==> src/rtl/qpimem_arbiter.sv <==
// qpimem_arbiter: grants the shared QPI PSRAM controller command interface to
// one of two requesters (port 0 = HUB75 framebuffer reader, port 1 = general
// purpose) for a whole burst. Ownership is held until the owner drops its
// request and the controller reports idle again.
module qpimem_arbiter #(
  parameter bit          ROUND_ROBIN = 1'b0,
  parameter int unsigned ADDR_W      = 24
) (
  input  logic              clk,
  input  logic              rst,

  input  logic              p0_do_read,
  input  logic              p0_do_write,
  input  logic [ADDR_W-1:0] p0_addr,
  input  logic [31:0]       p0_wdata,
  output logic [31:0]       p0_rdata,
  output logic              p0_next_word,
  output logic              p0_is_idle,

  input  logic              p1_do_read,
  input  logic              p1_do_write,
  input  logic [ADDR_W-1:0] p1_addr,
  input  logic [31:0]       p1_wdata,
  output logic [31:0]       p1_rdata,
  output logic              p1_next_word,
  output logic              p1_is_idle,

  output logic              m_do_read,
  output logic              m_do_write,
  output logic [ADDR_W-1:0] m_addr,
  output logic [31:0]       m_wdata,
  input  logic [31:0]       m_rdata,
  input  logic              m_next_word,
  input  logic              m_is_idle
);

  typedef enum logic [1:0] {
    S_IDLE,
    S_BURST,
    S_DRAIN
  } state_t;

  state_t r_state;
  state_t w_state_nxt;
  logic   r_owner;
  logic   w_owner_nxt;
  logic   r_prio;
  logic   w_prio_nxt;

  logic   w_p0_req;
  logic   w_p1_req;
  logic   w_own_req;

  assign w_p0_req  = p0_do_read | p0_do_write;
  assign w_p1_req  = p1_do_read | p1_do_write;
  assign w_own_req = r_owner ? w_p1_req : w_p0_req;

  // Read data is shared; only the owner sees next_word, so it knows which words are its own.
  assign p0_rdata = m_rdata;
  assign p1_rdata = m_rdata;

  // State, owner and priority registers; reset may land mid-burst.
  always_ff @(posedge clk or posedge rst) begin
    if (rst) begin
      r_state <= S_IDLE;
      r_owner <= 1'b0;
      r_prio  <= 1'b0;
    end else begin
      r_state <= w_state_nxt;
      r_owner <= w_owner_nxt;
      r_prio  <= w_prio_nxt;
    end
  end

  // Next-state logic: grant in IDLE, release on request drop, wait for controller idle in DRAIN.
  always_comb begin
    w_state_nxt = r_state;
    w_owner_nxt = r_owner;
    w_prio_nxt  = r_prio;
    case (r_state)
      S_IDLE: begin
        if (m_is_idle && (w_p0_req || w_p1_req)) begin
          w_state_nxt = S_BURST;
          w_owner_nxt = (w_p0_req && w_p1_req) ? r_prio : w_p1_req;
        end
      end
      S_BURST: begin
        if (!w_own_req) begin
          w_state_nxt = S_DRAIN;
        end
      end
      S_DRAIN: begin
        if (m_is_idle) begin
          w_state_nxt = S_IDLE;
          // With fixed priority prio never leaves 0.
          if (ROUND_ROBIN) begin
            w_prio_nxt = ~r_owner;
          end
        end
      end
      default: begin
        w_state_nxt = S_IDLE;
      end
    endcase
  end

  // Output mux: the owner's command lines pass straight through during BURST;
  // next_word keeps following the owner through DRAIN so a late word is not lost.
  always_comb begin
    m_do_read    = 1'b0;
    m_do_write   = 1'b0;
    m_addr       = '0;
    m_wdata      = '0;
    p0_next_word = 1'b0;
    p1_next_word = 1'b0;
    p0_is_idle   = m_is_idle;
    p1_is_idle   = m_is_idle;
    case (r_state)
      S_BURST: begin
        if (r_owner) begin
          m_do_read    = p1_do_read;
          m_do_write   = p1_do_write;
          m_addr       = p1_addr;
          m_wdata      = p1_wdata;
          p1_next_word = m_next_word;
          p0_is_idle   = 1'b1;
        end else begin
          m_do_read    = p0_do_read;
          m_do_write   = p0_do_write;
          m_addr       = p0_addr;
          m_wdata      = p0_wdata;
          p0_next_word = m_next_word;
          p1_is_idle   = 1'b1;
        end
      end
      S_DRAIN: begin
        if (r_owner) begin
          p1_next_word = m_next_word;
          p0_is_idle   = 1'b1;
        end else begin
          p0_next_word = m_next_word;
          p1_is_idle   = 1'b1;
        end
      end
      default: begin
      end
    endcase
  end

endmodule

==> config.mk <==
export PLATFORM = sky130hd
export DESIGN_NAME = qpimem_arbiter
export DESIGN_NICKNAME = d
export VERILOG_FILES = /design/src/rtl/qpimem_arbiter.sv
export SDC_FILE = /design/constraint.sdc
export NUM_CORES = 1
export LEC_CHECK = 0
export BUFFER_PORTS_ARGS = -buffer_cell sky130_fd_sc_hd__buf_2
export CAP_MARGIN = 20
export CORE_AREA = 2 2 108 110
export CTS_BUF_LIST = sky130_fd_sc_hd__clkbuf_4
export DETAILED_ROUTE_END_ITERATION = 6
export DIE_AREA = 0 0 110 112
export PLACE_DENSITY = 0.57
export SLEW_MARGIN = 20
export SYNTH_ARGS = -nofsm -noshare
export SYNTH_HDL_FRONTEND = slang
export SYNTH_SLANG_ARGS = --single-unit
export TNS_END_PERCENT = 30
==> constraint.sdc <==
create_clock -name clk -period 1.6 [get_ports clk]
set_input_delay 0.32 -clock clk [delete_from_list [all_inputs] [get_ports clk]]
set_output_delay 0.32 -clock clk [all_outputs]
set_load 0.05 [all_outputs]
Word-level counts from Yosys, hierarchy flattened
Index checks and enable logic that the tools add are counted.
Widths: inputs -> output; s select.
{"block": "classes", "reduce_logical": 7, "eq_ne": 5, "muxes": 22, "bitwise": 2}
{"operator": "$mux 32", "count": 2}
{"operator": "$mux 24", "count": 2}
{"operator": "$mux 1", "count": 14}
{"operator": "$mux 2", "count": 3}
{"operator": "$ne 2x2->1 const B", "count": 3}
{"operator": "$pmux 2 s3", "count": 1}
{"operator": "$reduce_and 3->1", "count": 1}
{"operator": "$eq 2x1->1 const B", "count": 1}
{"operator": "$eq 2x2->1 const B", "count": 1}
{"operator": "$logic_and 1x1->1", "count": 2}
{"operator": "$logic_not 2->1", "count": 1}
{"operator": "$or 1x1->1", "count": 2}
{"operator": "$reduce_and 2->1", "count": 1}
{"operator": "$reduce_or 2->1", "count": 1}
{"operator": "$logic_or 1x1->1", "count": 1}
{"block": "totals", "ff_bits": 3, "elab_cells": 38, "out_inout_bits": 126, "in_bits": 152}

Depth between registers and ports, before layout
Gate-level depths: netlist of the first run.
{"block": "logic_depth", "ltp_word": 5, "mapped_depth": 6, "depth_no_buf": 5}

Least setup slack after synthesis of the first run
Ideal clock, no wire load.
{"block": "synth_timing", "path_type": "register -> output", "start": "reg r_state[1]", "end": "out m_addr[0]", "path_slack_ns": -0.488, "path_buffers": 2, "t_required_ns": 1.280, "arrival_ns": 1.768, "stages_incl_launch_ff": 7, "path_cell_list": "dfrtp_1 -> inv_1 -> ha_1 -> inv_2 -> clkbuf_1 -> buf_2 -> nor2_1"}
{"block": "synth_via", "elab_chain_len": 2}
{"element": "start: declaration", "line_no": "43", "text": "state_t r_state;"}
{"element": "start signal: assignment", "line_no": "69", "text": "r_state <= w_state_nxt;"}
{"element": "$eq 2x1->1", "line_no": "118", "text": "case (r_state)"}
{"element": "$mux 24", "line_no": "118"}
{"element": "end: declaration", "line_no": "30", "text": "output logic [ADDR_W-1:0] m_addr,"}
Every way passes these cells.

Final worst setup path of the first run
{"block": "layout_timing", "start": "reg r_owner", "end": "out m_wdata[22]"}
{"block": "layout_via", "elab_chain_len": 2}
{"element": "start: declaration", "line_no": "45", "text": "logic r_owner;"}
{"element": "start signal: assignment", "line_no": "70", "text": "r_owner <= w_owner_nxt;"}
{"element": "$mux 32", "line_no": "120", "text": "if (r_owner) begin"}
{"element": "$mux 32", "line_no": "118"}
{"element": "end: declaration", "line_no": "31", "text": "output logic [31:0] m_wdata,"}
Every way passes these cells.

==> results of run 1 <==
area by class of cell:
type	count	area, µm²
Fill cell	1059	7139
Timing Repair Buffer	208	1753
Inverter	6	25.02
Sequential cell	3	80.08
Multi-Input combinational cell	142	1968
Tap cell	143	178.9
Clock buffer	4	30.03
placed cells by master, fill, tap and decap left out, drive strengths merged:
cell type	instances
a211o	1
a21o	2
a21oi	2
a31oi	1
and2	1
and3	2
buf	199
clkbuf	12
dfrtp	3
dlygate4sd3	1
ha	4
inv	6
mux2i	58
nand2b	1
nor2	58
nor3	1
nor3b	1
o211ai	3
o21a	1
o21ba	1
o311ai	2
o31ai	1
o41a	1
or2	1
cells by family after synthesis:
| logic type | Yosys count | synth area share, % |
|---|---|---|
| mux | 58 | 34.97 |
| compound gates | 15 | 7.084 |
| fa+ha+maj | 4 | 3.014 |
| buf+inv | 83 | 34.66 |
| flops | 3 | 4.521 |
| simple gates | 65 | 15.75 |
flip-flops by register name, indices dropped and copies added, names as in the netlist:
signal / flops
r_state: 2
r_owner: 1
power groups by stage:
stage	Clock, mW	Combinational (mW)	Sequential (mW)
6_report	0.145	7.82	0.161
3_5_place_dp	0	5.34	0.189
2_1_floorplan	0	4.57	0.139
3_3_place_gp	0	5.27	0.187
5_1_grt	0.161	8.17	0.163
4_1_cts	0.151	5.59	0.190
stage by stage:
stage | TNS [ps] | setup WS, ps | std cells
final | -12750 | -266.7 | 506
after global routing | -16090 | -319.6 | 506
after CTS | -14820 | -287.3 | 498
after detailed placement | -774.4 | -58.78 | 493
after global placement | -48.30 | -26.99 | 493
after floorplan | 0 | 6.776 | 228
routing by layer:
layer | vias to the layer above | global-route usage (%) | wire [µm]
met1 | 949 | 8.792 | 2440
li1 | 976 | - | -
met2 | 143 | 18.40 | 4625
met5 | - | 0 | 0
met4 | 0 | 4.135 | 159
met3 | 16 | 1.874 | 713
timing repair:
item | CTS | global route
pin swaps | 0 | 29
resized for setup | 32 | 246
cloned | 0 | 6
setup buffers | 0 | 2
endpoints found under the setup margin | 62 | 63
hold buffers | 1 | 0
hold endpoints to repair | 3 | 0
path summary, 6_finish.rpt:
path | endpoint | slack, ps | depth (start not counted)
min in group asynchronous | r_owner | 510 | 3
hold reg to reg | r_state[1] | 690 | 3
setup reg to reg | r_state[0] | 20 | 5
hold / removal | r_owner | 400 | 2
setup / recovery | m_wdata[22] | -270 | 5
max in group asynchronous | r_owner | 930 | 3
worst reg2reg max path, stage by stage (launching register included):
cell,delay (ps)
dfrtp_4,470
clkbuf_4,190
buf_4,170
nor3b_1,150
o311ai_1,300
o311ai_1,150
==> metrics, run 1 <==
CP startpoint kind=register; Critical path buffers and inverters=3; TritonCTS clock tree=yes; worst vdd ir=0.0007979 V; Worst Skew=0.2259 ps; Final Worst Setup Slack=-266.7 ps; Core Rows=39; fin util=36.11%; post-synth cell types=26; DR iter-0 viols=34; vias in the first global route=1882; Routed WL per cell=15.69 µm; MaxCap Viol Count=0; cell count after synthesis=228; first-pass GRT wire length=between 9000 and 10000 µm; worst hold path class=primary input to register; Die Span Y=112 µm; data required time of the worst path=roughly 1300 ps; sequential area share after synthesis=4.521%; most frequently used flop master after synthesis=dfrtp_1; fmax=between 500 and 600 MHz; Post-synth top cells=buf_4 (69), mux2i_1 (58), nor2_1 (58); vias post-DR=2084; area growth from synthesis to final layout=143.0%; Num CTS Buffers=3; Comb pwr share=96.2%; crit-path max FO=6; Tcrit/Tclk final=116.7%; Clk pwr share=1.8%; failing checks=negative setup slack; PortBufs=181; Core Area=~11000 µm²; GRT Util Overall=9.277%; fin area=4035 µm²; worst skew pair latency=230 ps; Root Buffer=clkbuf_4; drt total wl=7940 µm; Hold WS=399.4 ps; Post-synth EDFFs=0; RSZ-0062 raised after global routing=yes; worst setup path start=r_owner; CP Cell Sequence=clkbuf_4 -> buf_8 -> mux2i_4 -> nor2_4 -> buf_6; GRT overflow=0; Sink Count=3; Slew @ Worst Pin=317.1 ps; outcome=finished, violations left; Yosys Warn Count=0; IO Pins=278; H-tree levels=1; die width=roughly 110 µm; ys async rst share=100.0%; CTS Buffer Depth=2; crit path kind=register to primary output; Post-DP Area=2841 µm²; Critical Path AT=between 1500 and 2000 ps; Final setup violation count=62; Hold Vio Cnt, Final=0; synth top area cells=mux2i_1 (35%), buf_4 (31%), nor2_1 (13%); max_slew headroom=about 79%; Initial Utilization=between 10% and 20%; share of layout cells above drive strength 1=about nine tenths; total iterations of the first detailed-routing run=4; FF-to-FF Start=r_owner; largest delay contributor family on the critical path=buffers and inverters; worst stage delay on the critical path=470 ps; internal power=3.794 mW; Total Power=8.128 mW; Die Footprint=12320 µm²; Crit. End Element=primary output; Yosys top cell area share=34.97%; clock-pin slew on the worst setup and hold paths=40 ps; largest net degree at the start of global routing=29; Net Switching=between 4 and 5 mW; CP max stage cell=dfrtp_4; HP Start=m_is_idle; drt drc=0; RD Place Congestion=0.7799; power per standard cell area=~2000 nW/µm²; final slew viol count=0; synthesized area=approximately 1700 µm²; LEAKAGE=1.664 nW; post-DP HPWL=5486 µm; register bit total from synthesis=3; antenna cell count=0; Vias per Instance=4.119; initial antenna violation count=0; sequential power share=2.0%; Final min period=1867 ps; ANT nets after route=0; average size of a mapped cell=7.282 µm²; NumNets Final=520; switching portion of total power=53.32%; cell accounting for the most synthesized area=mux2i_1; Synth Net Count=384; top-count cell post-synth=buf_4
(Power assumes the default switching activity.)
==> inputs of run 2 (changes only) <==
--- a/config.mk
+++ b/config.mk
@@ -11,7 +11,7 @@
 export CTS_BUF_LIST = sky130_fd_sc_hd__clkbuf_4
 export DETAILED_ROUTE_END_ITERATION = 6
 export DIE_AREA = 0 0 110 112
-export PLACE_DENSITY = 0.57
+export PLACE_DENSITY = 0.56
 export SLEW_MARGIN = 20
 export SYNTH_ARGS = -nofsm -noshare
 export SYNTH_HDL_FRONTEND = slang
==> run 2 against run 1 <==
- the flow still finishes with violations (negative setup slack)
- clock-buffer cell count stayed put
- maximum frequency fell by 2.8%
- sequential share of layout area rose by 0.24 points
- final cell count decreased by 0.40%
- design area decreased by 12%
- sequential cell count stayed put
- critical path depth decreased by 1
- clock skew is 10 ps higher
- utilization decreased by 4.4 points
- global-route usage up 0.59 points
- sequential power rose by 25%
- non-clock buffer count shrank 2
- critical path type unchanged
- highest routed layer unchanged
==> metrics, run 2 (synthesized netlist as in run 1, its figures left out) <==
outcome=finished, violations left; failing checks=negative setup slack; power per standard cell area=2010 nW/µm² (-0.24%); Slew @ Worst Pin=278.0 ps (-39.03 ps); Register Area=78.83 µm² (-1.6%); Final min period=1920 ps (+53.14 ps); Routed WL per cell=13.87 µm (-12%); ANT nets after route=0 (unchanged); drt drc=0 (unchanged); data required time of the worst path=1280 ps (about the same); Core Area=11170 µm² (unchanged); Post-DP Area=2889 µm² (+1.7%); worst vdd ir=0.0009529 V (+19%); fmax=520.9 MHz (-2.8%); post-DP HPWL=5463 µm (-0.42%); MaxCap Viol Count=0 (unchanged); Initial Utilization=14.86% (unchanged); vias post-DR=2050 (-1.6%); final slew viol count=0 (unchanged); first-pass GRT wire length=9549 µm (+5.8%); vias in the first global route=2040 (+8.4%); Final Worst Setup Slack=-319.8 ps (-53.14 ps); Crit. End Element=primary output; H-tree levels=1 (unchanged); max reg flops=2 (unchanged); GRT overflow=0 (unchanged); IO Pins=278 (unchanged); Hold WS=326.2 ps (-73.27 ps); initial antenna violation count=0 (unchanged); drt total wl=6992 µm (-12%); CTS Buffer Depth=2 (unchanged); area growth from synthesis to final layout=113.3%; NumNets Final=518 (-0.38%); worst hold path class=primary input to register; Vias per Instance=4.067 (-1.2%); commonest non-fill, non-tap cells in the layout=buf_2 (137), nor2_4 (50), mux2i_2 (30), buf_6 (24), buf_4 (19); RSZ-0062 raised after global routing=yes; Hold Vio Cnt, Final=0 (unchanged); dpl ws=-60.15 ps (-1.362 ps); Root Buffer=clkbuf_4; commonest non-fill, non-tap cell in the layout=buf_2; Worst Skew=10.51 ps (+10.28 ps); DR iter-0 viols=36 (+5.9%); crit path kind=register to primary output; largest net degree at the start of global routing=38 (+31%); share of layout cells above drive strength 1=88.92% (-1.7 points); Regs by FF count=r_state: 2 flops, r_owner: 1 flops; clock-pin slew on the worst setup and hold paths=50 ps (about the same); CP startpoint kind=register; Tcrit/Tclk final=120.0% (+3.3 points); total iterations of the first detailed-routing run=4 (unchanged); fin area=3542 µm² (-12%); TritonCTS clock tree=yes; GRT Util Overall=9.867% (+0.59 points); die width=110 µm (unchanged); Die Span Y=112 µm (unchanged); Reg with most FFs=r_state; RD Place Congestion=0.6789 (-13%); PortBufs=181 (unchanged); Multi-input gate area=1703 µm² (-13%); Core Rows=39 (unchanged); Sink Count=3 (unchanged); max_slew headroom=80.93% (+2.4 points); LEAKAGE=1.595 nW (-4.2%); Final setup violation count=63 (+1.6%); crit-path max FO=19 (+13); antenna cell count=0 (unchanged); Die Footprint=12320 µm² (unchanged); Critical Path AT=1600 ps (+50 ps); Fill cells=1145 (+8.1%); worst skew pair latency=250 ps (+20 ps); Num CTS Buffers=3 (unchanged); Total Power=7.118 mW (-12%)
-- run 2: path summary, 6_finish.rpt --
kind | cells after the start | slack, ps | end | from
worst max-delay path | 4 | -320 | m_wdata[11] | r_owner
worst min-delay path | 2 | 330 | r_owner | m_is_idle
worst max register to register | 5 | -40 | r_state[0] | r_owner
worst min register to register | 3 | 670 | r_state[1] | r_state[1]
max in group asynchronous | 3 | 950 | r_owner | rst
min in group asynchronous | 3 | 490 | r_state[1] | rst
-- run 2: metrics by stage --
step                utilization [%]  cells  TNS (ps)
floorplan                         -    228         0
global placement              25.85    496    -267.4
detailed placement            25.85    496     -1389
CTS                           29.30    501    -16130
global route                  31.70    504    -19360
finish                        31.70    504    -15930
-- run 2: layer usage --
metal	vias to the layer above	track usage (%)	share of wire (%)
met2	146	20.57	55
met5	-	0	0
li1	961	-	-
met4	0	4.810	3.1
met1	922	8.740	32
met3	21	1.288	9.7
-- run 2: final cells by class --
cell class              instances  share of cell area (%)
flip-flops and latches          3                   2.225
multi-input cells             142                   48.07
well taps                     143                   5.051
repair buffers                206                   43.02
clock buffers                   4                  0.8478
inverters                       6                  0.7771
-- run 2: what timing repair did --
action / in CTS / in global routing
setup buffers: 0 / 1
pin swaps: 0 / 8
gates cloned: 0 / 2
hold buffers: 1 / 0
endpoints found under the setup margin: 62 / 63
hold endpoints to repair: 3 / 0
gates resized for setup: 95 / 49
-- run 2: report_power, final --
group | internal (mW) | total (mW) | switching (mW)
Combinational | 2.86 | 6.75 | 3.89
Clock | 0.111 | 0.162 | 0.0510
Sequential | 0.120 | 0.202 | 0.0815
Total | 3.10 | 7.12 | 4.02
-- run 2: critical path, stage by stage (launching register included) --
cell	delay, ps
dfrtp_4	510
buf_16	210
mux2i_1	330
nor2_4	60
buf_2	210
==> inputs of run 3 (changes only) <==
==> constraint.sdc (replaced) <==
create_clock -name clk -period 1.6 [get_ports clk]
set_input_delay 0.08 -clock clk [delete_from_list [all_inputs] [get_ports clk]]
set_output_delay 0.08 -clock clk [all_outputs]
set_load 0.05 [all_outputs]
==> run 3 against run 2 <==
- the run now ends clean
- combinational power fell by 20%
- non-clock buffer count down 15
- sequential share of layout area rose by 0.53 points
- clock-buffer cell count unchanged
- power decreased by 19%
- design area is 18% lower
- first-iteration DRC count up 61%
- routed wire length rose by 8.2%
- hold slack got worse by 240 ps
- maximum frequency grew 20%
- sequential power down 6%
- largest power group unchanged
==> metrics, run 3 (synthesized netlist as in run 1, its figures left out) <==
GRT Util Overall=9.810% (-0.057 points); Num CTS Buffers=3 (unchanged); worst skew pair latency=250 ps (about the same); worst vdd ir=0.0007754 V (-19%); drt drc=0 (unchanged); Hold Vio Cnt, Final=0 (unchanged); DR iter-0 viols=58 (+61%); Tcrit/Tclk final=99.58% (-20 points); Net Switching=3.453 mW (-14%); post-DP HPWL=5717 µm (+4.6%); Die Footprint=12320 µm² (unchanged); die width=110 µm (unchanged); Comb pwr share=93.8% (-1.1 points); Worst Skew=8.998 ps (-1.509 ps); commonest non-fill, non-tap cell in the layout=buf_2; Core Rows=39 (unchanged); Clk pwr share=2.9% (+0.6 points); worst stage delay on the critical path=400 ps (-110 ps); ANT nets after route=0 (unchanged); Regs by FF count=r_state: 2 flops, r_owner: 1 flops; met3 wire len=702 µm (+3.1%); Post-DP Area=2336 µm² (-19%); Crit. End Element=primary output; PortBufs=181 (unchanged); Fill cells=1212 (+5.9%); Hold WS=85.26 ps (-240.9 ps); largest net degree at the start of global routing=35 (-7.9%); fin util=26.02% (-5.7 points); Final min period=1593 ps (-326.5 ps); RD Place Congestion=0.7162 (+5.5%); Vias per Instance=4.086 (+0.45%); highest metal used=met4; H-tree levels=1 (unchanged); fmax=627.6 MHz (+20%); first-pass GRT wire length=9321 µm (-2.4%); Total Power=5.745 mW (-19%); Critical Path AT=1510 ps (-90 ps); sequential power share=3.3% (+0.5 points); CTS Buffer Depth=2 (unchanged); largest delay contributor family on the critical path=buffers and inverters; clock-pin slew on the worst setup and hold paths=50 ps (about the same); vias post-DR=2002 (-2.3%); wl on met1=2526 µm (+13%); Die Span Y=112 µm (unchanged); Critical path buffers and inverters=4 (+2); TritonCTS clock tree=yes; Root Buffer=clkbuf_4; internal power=2.292 mW (-26%); Final Non-Filler Cells=490 (-2.8%); commonest non-fill, non-tap cells in the layout=buf_2 (121), mux2i_1 (49), nor2_2 (45), buf_6 (36), buf_4 (26); Routed WL per cell=15.44 µm (+11%); Reg with most FFs=r_state; switching portion of total power=60.10% (+3.6 points); Core Area=11170 µm² (unchanged); fin area=2908 µm² (-18%); data required time of the worst path=1520 ps (+240 ps); Sink Count=3 (unchanged); CP Cell Sequence=inv_2 -> ha_4 -> inv_4 -> clkbuf_16 -> nor2_2 -> buf_6; RSZ-0062 raised after global routing=yes; final slew viol count=0 (unchanged); Post-Place Cells=479 (-3.4%); max_slew headroom=75.76% (-5.2 points); Initial Utilization=14.86% (unchanged); CP max stage cell=dfrtp_1; outcome=completed; MaxCap Viol Count=0 (unchanged); area growth from synthesis to final layout=75.13%; CP startpoint kind=register; crit-path max FO=12 (-7); NumNets Final=503 (-2.9%); max reg flops=2 (unchanged); worst hold path class=primary input to register; power per standard cell area=1976 nW/µm² (-1.7%); share of layout cells above drive strength 1=76.30% (-13 points); initial antenna violation count=1 (+1); Slew @ Worst Pin=359.0 ps (+80.97 ps); vias in the first global route=1765 (-13%); GRT overflow=0 (unchanged); met2 WL=4247 µm (+10%); crit path kind=register to primary output; IO Pins=278 (unchanged); LEAKAGE=1.489 nW (-6.6%); drt total wl=7568 µm (+8.2%); total iterations of the first detailed-routing run=4 (unchanged); Final setup violation count=0 (-100%)
## run 3: cell types whose count changed in the layout (fill, tap and decap cells not counted), sizes merged
cell,before,now
buf,197,187
diode,0,1
clkbuf,12,7
## run 3: worst paths after layout
| path | slack (ps) | start | to | cells past startpoint |
|---|---|---|---|---|
| worst max register to register | 110 | r_owner | r_state[0] | 4 |
| worst min-delay path | 90 | m_is_idle | r_owner | 2 |
| worst max-delay path | 7 | r_state[1] | m_addr[20] | 6 |
| min in group asynchronous | 250 | rst | r_owner | 3 |
| max in group asynchronous | 1190 | rst | r_state[0] | 3 |
| worst min register to register | 610 | r_state[1] | r_state[1] | 2 |
## run 3: power by group through the flow
stage	clock network (mW)	logic (mW)	registers (mW)
after detailed placement	0	4.31	0.175
after CTS	0.164	4.74	0.176
final	0.164	5.39	0.190
after global placement	0	4.26	0.173
after global routing	0.171	5.66	0.194
after floorplan	0	3.84	0.132
## run 3: routing by layer
metal	GRT usage, %	vias up
met3	2.283	17
met1	10.52	892
met5	0	-
met2	19.18	161
li1	-	932
met4	1.603	0
## run 3: cell type report
cell class              instances  area, µm²  area share [%]
multi-input cells             142       1230           42.30
flip-flops and latches          3      80.08           2.754
inverters                       6      25.02          0.8606
clock buffers                   4      30.03           1.033
diodes                          1      2.502         0.08606
repair buffers                191       1361           46.82
well taps                     143      178.9           6.153
## run 3: metrics by stage
step           TNS [ps]  worst slack (ps)
2_1_floorplan     -4506            -82.11
3_3_place_gp          0             180.0
3_5_place_dp          0             88.57
4_1_cts          -55.95            -9.427
5_1_grt          -273.3            -32.17
6_report              0             6.679
## run 3: timing repair
action / CTS / global route
buffers inserted: 0 / 2
hold buffers: 1 / 0
setup endpoints to repair: 58 / 62
hold endpoints to repair: 3 / 0
gates cloned: 0 / 3
resized for setup: 81 / 69
